[src/rtl/reg_status_file_pkg.sv]
// Shared CPU definitions: widths, tag/index types, opcodes.
// Imported by the register status file and its read ports.
package cpu_defs;

  localparam int XLEN       = 32;
  localparam int REG_COUNT  = 32;
  localparam int REG_ADDR_W = 5;
  localparam int ROB_IDX_W  = 5;
  localparam int ROB_SIZE   = 2 ** ROB_IDX_W;

  typedef logic [ROB_IDX_W-1:0]  rob_tag_t;
  typedef logic [REG_ADDR_W-1:0] reg_idx_t;
  typedef logic [XLEN-1:0]       word_t;

  localparam logic [6:0] OP_BRANCH = 7'b1100011;
  localparam logic [6:0] OP_STORE  = 7'b0100011;

endpackage

[src/rtl/reg_status_file_if.sv]
// Issue/commit/read bundle between pipeline and register status file.
// master = pipeline side, slave = register file side.
interface reg_status_file_if;
  import cpu_defs::*;

  logic     rdy_in;
  logic     flush_in;
  logic     issue_valid_in;
  reg_idx_t issue_rd_in;
  rob_tag_t issue_tag_in;
  logic     commit_valid_in;
  reg_idx_t commit_rd_in;
  rob_tag_t commit_tag_in;
  word_t    commit_value_in;
  reg_idx_t rs1_in;
  reg_idx_t rs2_in;
  word_t    rs1_value_out;
  logic     rs1_busy_out;
  rob_tag_t rs1_tag_out;
  word_t    rs2_value_out;
  logic     rs2_busy_out;
  rob_tag_t rs2_tag_out;

  modport master (
    output rdy_in, flush_in,
    output issue_valid_in, issue_rd_in, issue_tag_in,
    output commit_valid_in, commit_rd_in,
    output commit_tag_in, commit_value_in,
    output rs1_in, rs2_in,
    input  rs1_value_out, rs1_busy_out, rs1_tag_out,
    input  rs2_value_out, rs2_busy_out, rs2_tag_out
  );

  modport slave (
    input  rdy_in, flush_in,
    input  issue_valid_in, issue_rd_in, issue_tag_in,
    input  commit_valid_in, commit_rd_in,
    input  commit_tag_in, commit_value_in,
    input  rs1_in, rs2_in,
    output rs1_value_out, rs1_busy_out, rs1_tag_out,
    output rs2_value_out, rs2_busy_out, rs2_tag_out
  );

endinterface

[src/rtl/reg_status_file_read_port.sv]
// One source read port: storage lookup with commit bypass.
// A matching commit makes the operand ready in the same cycle.
module reg_read_port
  import cpu_defs::*;
(
  input  reg_idx_t                        rs,
  input  logic [REG_COUNT-1:0][XLEN-1:0]  values,
  input  logic [REG_COUNT-1:0]            busy,
  input  rob_tag_t [REG_COUNT-1:0]        tags,
  input  logic                            commit_valid,
  input  reg_idx_t                        commit_rd,
  input  rob_tag_t                        commit_tag,
  input  word_t                           commit_value,
  output word_t                           value,
  output logic                            busy_out,
  output rob_tag_t                        tag
);

  logic hit;

  // Forward the committing value when it resolves this producer
  always_comb begin
    hit = commit_valid
        && (commit_rd == rs)
        && (rs != '0)
        && busy[rs]
        && (tags[rs] == commit_tag);
    tag      = tags[rs];
    busy_out = hit ? 1'b0 : busy[rs];
    value    = hit ? commit_value : values[rs];
  end

endmodule

[src/rtl/reg_status_file.sv]
// Architectural register file with per-register busy bit and ROB tag.
// Commit writes values; issue renames; flush clears all busy bits.
module reg_status_file
  import cpu_defs::*;
(
  input logic               clk_in,
  input logic               rst_in,
  reg_status_file_if.slave  bus
);

  logic [REG_COUNT-1:0][XLEN-1:0] value_q;
  logic [REG_COUNT-1:0]           busy_q;
  rob_tag_t [REG_COUNT-1:0]       tag_q;

  // Per-entry update; x0 stays at its reset state forever
  always_ff @(posedge clk_in or posedge rst_in) begin
    if (rst_in) begin
      value_q <= '0;
      busy_q  <= '0;
      tag_q   <= '0;
    end else if (bus.rdy_in) begin
      for (int i = 1; i < REG_COUNT; i++) begin
        if (bus.commit_valid_in &&
            bus.commit_rd_in == reg_idx_t'(i))
          value_q[i] <= bus.commit_value_in;
        if (bus.flush_in) begin
          busy_q[i] <= 1'b0;
        end else if (bus.issue_valid_in &&
                     bus.issue_rd_in == reg_idx_t'(i)) begin
          busy_q[i] <= 1'b1;
          tag_q[i]  <= bus.issue_tag_in;
        end else if (bus.commit_valid_in &&
                     bus.commit_rd_in == reg_idx_t'(i) &&
                     busy_q[i] &&
                     tag_q[i] == bus.commit_tag_in) begin
          busy_q[i] <= 1'b0;
        end
      end
    end
  end

  reg_read_port u_rs1 (
    .rs           (bus.rs1_in),
    .values       (value_q),
    .busy         (busy_q),
    .tags         (tag_q),
    .commit_valid (bus.commit_valid_in),
    .commit_rd    (bus.commit_rd_in),
    .commit_tag   (bus.commit_tag_in),
    .commit_value (bus.commit_value_in),
    .value        (bus.rs1_value_out),
    .busy_out     (bus.rs1_busy_out),
    .tag          (bus.rs1_tag_out)
  );

  reg_read_port u_rs2 (
    .rs           (bus.rs2_in),
    .values       (value_q),
    .busy         (busy_q),
    .tags         (tag_q),
    .commit_valid (bus.commit_valid_in),
    .commit_rd    (bus.commit_rd_in),
    .commit_tag   (bus.commit_tag_in),
    .commit_value (bus.commit_value_in),
    .value        (bus.rs2_value_out),
    .busy_out     (bus.rs2_busy_out),
    .tag          (bus.rs2_tag_out)
  );

endmodule

[src/flat_wrapper.sv]
// flat-port wrapper written by rule: the top's interface ports become plain ports
module reg_status_file_flat import cpu_defs::*;
  (clk_in, rst_in, bus_rdy_in, bus_flush_in, bus_issue_valid_in, bus_issue_rd_in, bus_issue_tag_in, bus_commit_valid_in, bus_commit_rd_in, bus_commit_tag_in, bus_commit_value_in, bus_rs1_in, bus_rs2_in, bus_rs1_value_out, bus_rs1_busy_out, bus_rs1_tag_out, bus_rs2_value_out, bus_rs2_busy_out, bus_rs2_tag_out);
  reg_status_file_if bus_i ();
  input logic clk_in;
  input logic rst_in;
  input wire logic [$bits(bus_i.rdy_in)-1:0] bus_rdy_in;
  input wire logic [$bits(bus_i.flush_in)-1:0] bus_flush_in;
  input wire logic [$bits(bus_i.issue_valid_in)-1:0] bus_issue_valid_in;
  input wire logic [$bits(bus_i.issue_rd_in)-1:0] bus_issue_rd_in;
  input wire logic [$bits(bus_i.issue_tag_in)-1:0] bus_issue_tag_in;
  input wire logic [$bits(bus_i.commit_valid_in)-1:0] bus_commit_valid_in;
  input wire logic [$bits(bus_i.commit_rd_in)-1:0] bus_commit_rd_in;
  input wire logic [$bits(bus_i.commit_tag_in)-1:0] bus_commit_tag_in;
  input wire logic [$bits(bus_i.commit_value_in)-1:0] bus_commit_value_in;
  input wire logic [$bits(bus_i.rs1_in)-1:0] bus_rs1_in;
  input wire logic [$bits(bus_i.rs2_in)-1:0] bus_rs2_in;
  output wire logic [$bits(bus_i.rs1_value_out)-1:0] bus_rs1_value_out;
  output wire logic [$bits(bus_i.rs1_busy_out)-1:0] bus_rs1_busy_out;
  output wire logic [$bits(bus_i.rs1_tag_out)-1:0] bus_rs1_tag_out;
  output wire logic [$bits(bus_i.rs2_value_out)-1:0] bus_rs2_value_out;
  output wire logic [$bits(bus_i.rs2_busy_out)-1:0] bus_rs2_busy_out;
  output wire logic [$bits(bus_i.rs2_tag_out)-1:0] bus_rs2_tag_out;
  assign bus_i.rdy_in = bus_rdy_in;
  assign bus_i.flush_in = bus_flush_in;
  assign bus_i.issue_valid_in = bus_issue_valid_in;
  assign bus_i.issue_rd_in = bus_issue_rd_in;
  assign bus_i.issue_tag_in = bus_issue_tag_in;
  assign bus_i.commit_valid_in = bus_commit_valid_in;
  assign bus_i.commit_rd_in = bus_commit_rd_in;
  assign bus_i.commit_tag_in = bus_commit_tag_in;
  assign bus_i.commit_value_in = bus_commit_value_in;
  assign bus_i.rs1_in = bus_rs1_in;
  assign bus_i.rs2_in = bus_rs2_in;
  assign bus_rs1_value_out = bus_i.rs1_value_out;
  assign bus_rs1_busy_out = bus_i.rs1_busy_out;
  assign bus_rs1_tag_out = bus_i.rs1_tag_out;
  assign bus_rs2_value_out = bus_i.rs2_value_out;
  assign bus_rs2_busy_out = bus_i.rs2_busy_out;
  assign bus_rs2_tag_out = bus_i.rs2_tag_out;
  reg_status_file u_core (.clk_in(clk_in), .rst_in(rst_in), .bus(bus_i));
endmodule
[config.mk]
export PLATFORM = sky130hd
export DESIGN_NAME = reg_status_file_flat
export DESIGN_NICKNAME = d
export VERILOG_FILES = /design/src/rtl/reg_status_file_pkg.sv /design/src/rtl/reg_status_file_if.sv /design/src/rtl/reg_status_file_read_port.sv /design/src/rtl/reg_status_file.sv /design/src/flat_wrapper.sv
export SDC_FILE = /design/constraint.sdc
export NUM_CORES = 2
export LEC_CHECK = 0
export ABC_CLOCK_PERIOD_IN_PS = 63100
export BUFFER_PORTS_ARGS = -buffer_cell sky130_fd_sc_hd__buf_4
export CORE_MARGIN = 2
export CORE_UTILIZATION = 35
export DETAILED_ROUTE_END_ITERATION = 12
export GPL_TIMING_DRIVEN = 0
export PLACE_DENSITY = 0.55
export SKIP_LAST_GASP = 1
export SYNTH_ARGS = -nofsm -noshare
export SYNTH_HDL_FRONTEND = slang
export SYNTH_HIERARCHICAL = 1
export SYNTH_SLANG_ARGS = --single-unit
export TNS_END_PERCENT = 1
[constraint.sdc]
create_clock -name clk_in -period 63.1 [get_ports clk_in]
set_input_delay 3.155 -clock clk_in [delete_from_list [all_inputs] [get_ports clk_in]]
set_output_delay 3.155 -clock clk_in [all_outputs]
set_load 0.01 [all_outputs]
==> results.md <==
* Status: finished with violations
* Failing checks: capacitance limit, slew limit
* Min Tclk post-route at ~12 ns
* Logic pwr share at 18.9%
* Post-synth EDFFs at 0
* CTS tree: done
* RSZ-0062 raised after global routing: false
* Internal power at roughly 1.6 mW
* Clock buffer depth at 3
* Remaining DRCs at 0
* Post-DP HPWL at approximately 180 mm
* CTS H-tree depth at 4
* Antenna-violating nets left at 0
* Initial antenna violation count at 11
* Fin crit share at 18.7%
* Worst Path Arrival at between 8 and 9 ns
* Power per Cell Area at roughly 29 mW/mm2
* CP max stage cell: buf_1
* Commonest non-fill, non-tap cell in the layout: mux2_2
* Ys async rst share at between 90% and 100%
* CP bufs+invs at 8
* RD Place Congestion at a little over 0.9
* Hold WC Path Type: flip-flop to flip-flop
* Die height at roughly 440 um
* # rows at roughly 160
* Max Fclk at about 85 MHz
* Total gr overflow at 0
* Most frequent cells in the layout: 1,193 x mux2_2, 1,178 x dfrtp_1, 616 x mux4_2
* Max Cap Viol at 4
* Flop pwr share at 41.9%
* Clk sinks at around 1,200
* Pin count of the biggest net entering global routing at roughly 130
* First-pass GRT wire length at ~370 mm
* First-pass iteration count of the detailed router at 7
* Layout area overhead at 14.5%
* Vias at roughly 46,000
* Critical path endpoint category: output pin
* Synth Instances at around 4,500
* Syn_area_per_cell at between 15 and 20 um2
* Non-Filler Instances at around 7,500
* Crit-path max cell delay at roughly 1.1 ns
* Vias in the first global route at 46,700
* Post-CTS sizing at 0
* Root Buffer: clkbuf_16
* Synth Flop Type: dfrtp_1
* Final wirelength at approximately 260 mm
* # setup viols final at 0
* DR iter-0 viols at approximately 4,600
* Synth cell types at 69
* Kind of start point of the critical path: input pin
* Port bufs at roughly 140
* Relative slew slack at -4.08%
* Post-CTS setup repair buffer count at 0
* Fin util at around two fifths
* Skew-Pair Late Insertion Delay at about 0.8 ns
* Hold Fails Final Rpt at 0
* VDD IR max at around 0.03 mV
* Cts bufs inserted at 142
* Final Slew Violations at 44
* Worst-path clk slew at ~0.05 ns
* Mapped Area at ~0.067 mm2
* Worst Path Max Fanout at 10
* Total chip power at roughly 2.2 mW
* Register area share after synthesis at 43.7%
* Initial Util at 35.1%
* Leakage at 33.8 nW
* Die W at 443 um
* Net count, final at approximately 4,900
* Vias per cell at between 6 and 7
* Crit Path Class: input pin to output pin
* Core Area at approximately 0.19 mm2
* Post-Place Cells at 7,209
* Global Route Usage Sum at a little over a quarter
* Share of cells above drive strength 1 at approximately half
* FF+latch count, synth at 1,178
* Synth warnings at roughly 80
* Drt wl/cell at roughly 35 um
* Clk pwr share at between 30% and 40%
* Worst Tran Pin Value at roughly 1.6 ns
* Die area at 0.196 mm2
* Switching share of power at between 20% and 30%
* CTS Hold Bufs at 0
* Data required time at the worst endpoint at roughly 60 ns
* Setup_tns at 0 ns
* Critical Path, Cell by Cell: buf_6 > buf_8 > buf_6 > buf_4 > buf_2 > buf_1 > buf_1 > mux4_2 > mux2_2 > a221oi_1 > a21oi_1 > mux2_4 > buf_4
* I/O Pins at between 100 and 150
* Net Sw Power at just over 0.6 mW
* Final Skew at between 0.01 and 0.015 ns
* Delay-heaviest family, CP: buffers and inverters
* Fill cells at ~18,000
## power groups by stage
stage          Sequential, mW  Clock (mW)  Combinational, mW
2_1_floorplan           0.916           0              0.296
3_3_place_gp            0.937           0              0.407
3_5_place_dp            0.940           0              0.416
4_1_cts                 0.927       0.884              0.417
5_1_grt                 0.943       0.915              0.440
6_report                0.931       0.868              0.419
## per-stage QoR
step           area [um2]  hold WS, ns  worst slack, ns
6_report            77200        0.501            51.30
5_1_grt             77200        0.533            51.40
4_1_cts             77200        0.505            51.59
3_5_place_dp        72200        0.495            51.62
3_3_place_gp        71900        0.479            12.18
2_1_floorplan       67700        0.470            26.76
## worst reg2reg max path, stage by stage (launching register included)
cell     delay [ns]
dfrtp_1        0.42
xnor2_1        0.23
nand4_1        0.18
o41ai_1        0.35
nand3_1        0.11
## logic make-up (layout without fill, tap and decap cells)
logic type	count (synthesis)	count (layout)	synth area share [%]
mux	2049	2049	44.7
flops	1178	1178	43.7
buf+inv	465	873	3.57
simple gates	335	335	2.96
compound gates	263	263	2.90
xor+xnor	167	167	2.17
other cells	1	83	0.00556
## path summary, 6_finish.rpt
| path | slack [ns] | cells past startpoint | start | endpoint |
|---|---|---|---|---|
| max | 51.30 | 13 | bus_rs2_in[1] | bus_rs2_value_out[5] |
| min | 0.50 | 1 | u_core/value_q[857] | u_core/value_q[857] |
| max reg2reg | 61.67 | 4 | u_core/tag_q[11] | u_core/busy_q[2] |
| min reg2reg | 0.50 | 1 | u_core/value_q[857] | u_core/value_q[857] |
| max in group asynchronous | 58.59 | 6 | rst_in | u_core/value_q[143] |
| min in group asynchronous | 2.53 | 3 | rst_in | u_core/tag_q[30] |
## synthesized netlist by cell type, types with 9 or more instances
cell         n  area [um2]
a211oi_1    23         173
a21oi_1     44         220
a221oi_1    28         245
a22o_1      12         105
buf_1       25        93.8
buf_2      125         626
buf_4       65         488
buf_6       20         225
clkbuf_1   219         822
dfrtp_1   1178       29500
mux2_1      32         360
mux2_2    1193       13400
mux2_4      58         871
mux2i_1    144        1440
mux4_2     616       13900
nand2_1     65         244
nand2b_1    42         263
nand3_1     28         140
nand4_1     37         231
nor2_1      32         120
nor2_2       9        56.3
nor2b_1     39         244
nor3_2      15         150
o211ai_1    31         233
o21ai_0     14        70.1
o221ai_1    28         245
o22ai_1     30         188
o41ai_1     20         175
or3_1       14        87.6
xnor2_1    106         928
xor2_1      61         534
## final cells by class
type                       count  area, um2  share of cell area (%)
multi-input combinational   2890      35800                    46.4
timing repair buffer         150       1350                    1.74
clock buffer                 202       4140                    5.36
clock inverter                56        823                    1.07
tap                         2526       3160                    4.09
antenna                        7       17.5                  0.0227
buffer                       462       2410                    3.12
inverter                       3       18.8                  0.0243
sequential                  1178      29500                    38.2
## layer usage
metal,up-vias,GRT usage (%),wire length [um]
li1,18000,-,-
met1,24800,34.7,106000
met2,2205,40.6,118000
met3,594,6.11,21300
met4,8,14.2,15500
met5,-,0,55
## flip-flops by register name, indices dropped and copies added (netlist names)
signal,flops
u_core/tag_q,155
u_core/value_q,992
u_core/busy_q,31
No activity file was read; power rests on OpenSTA's default activity.
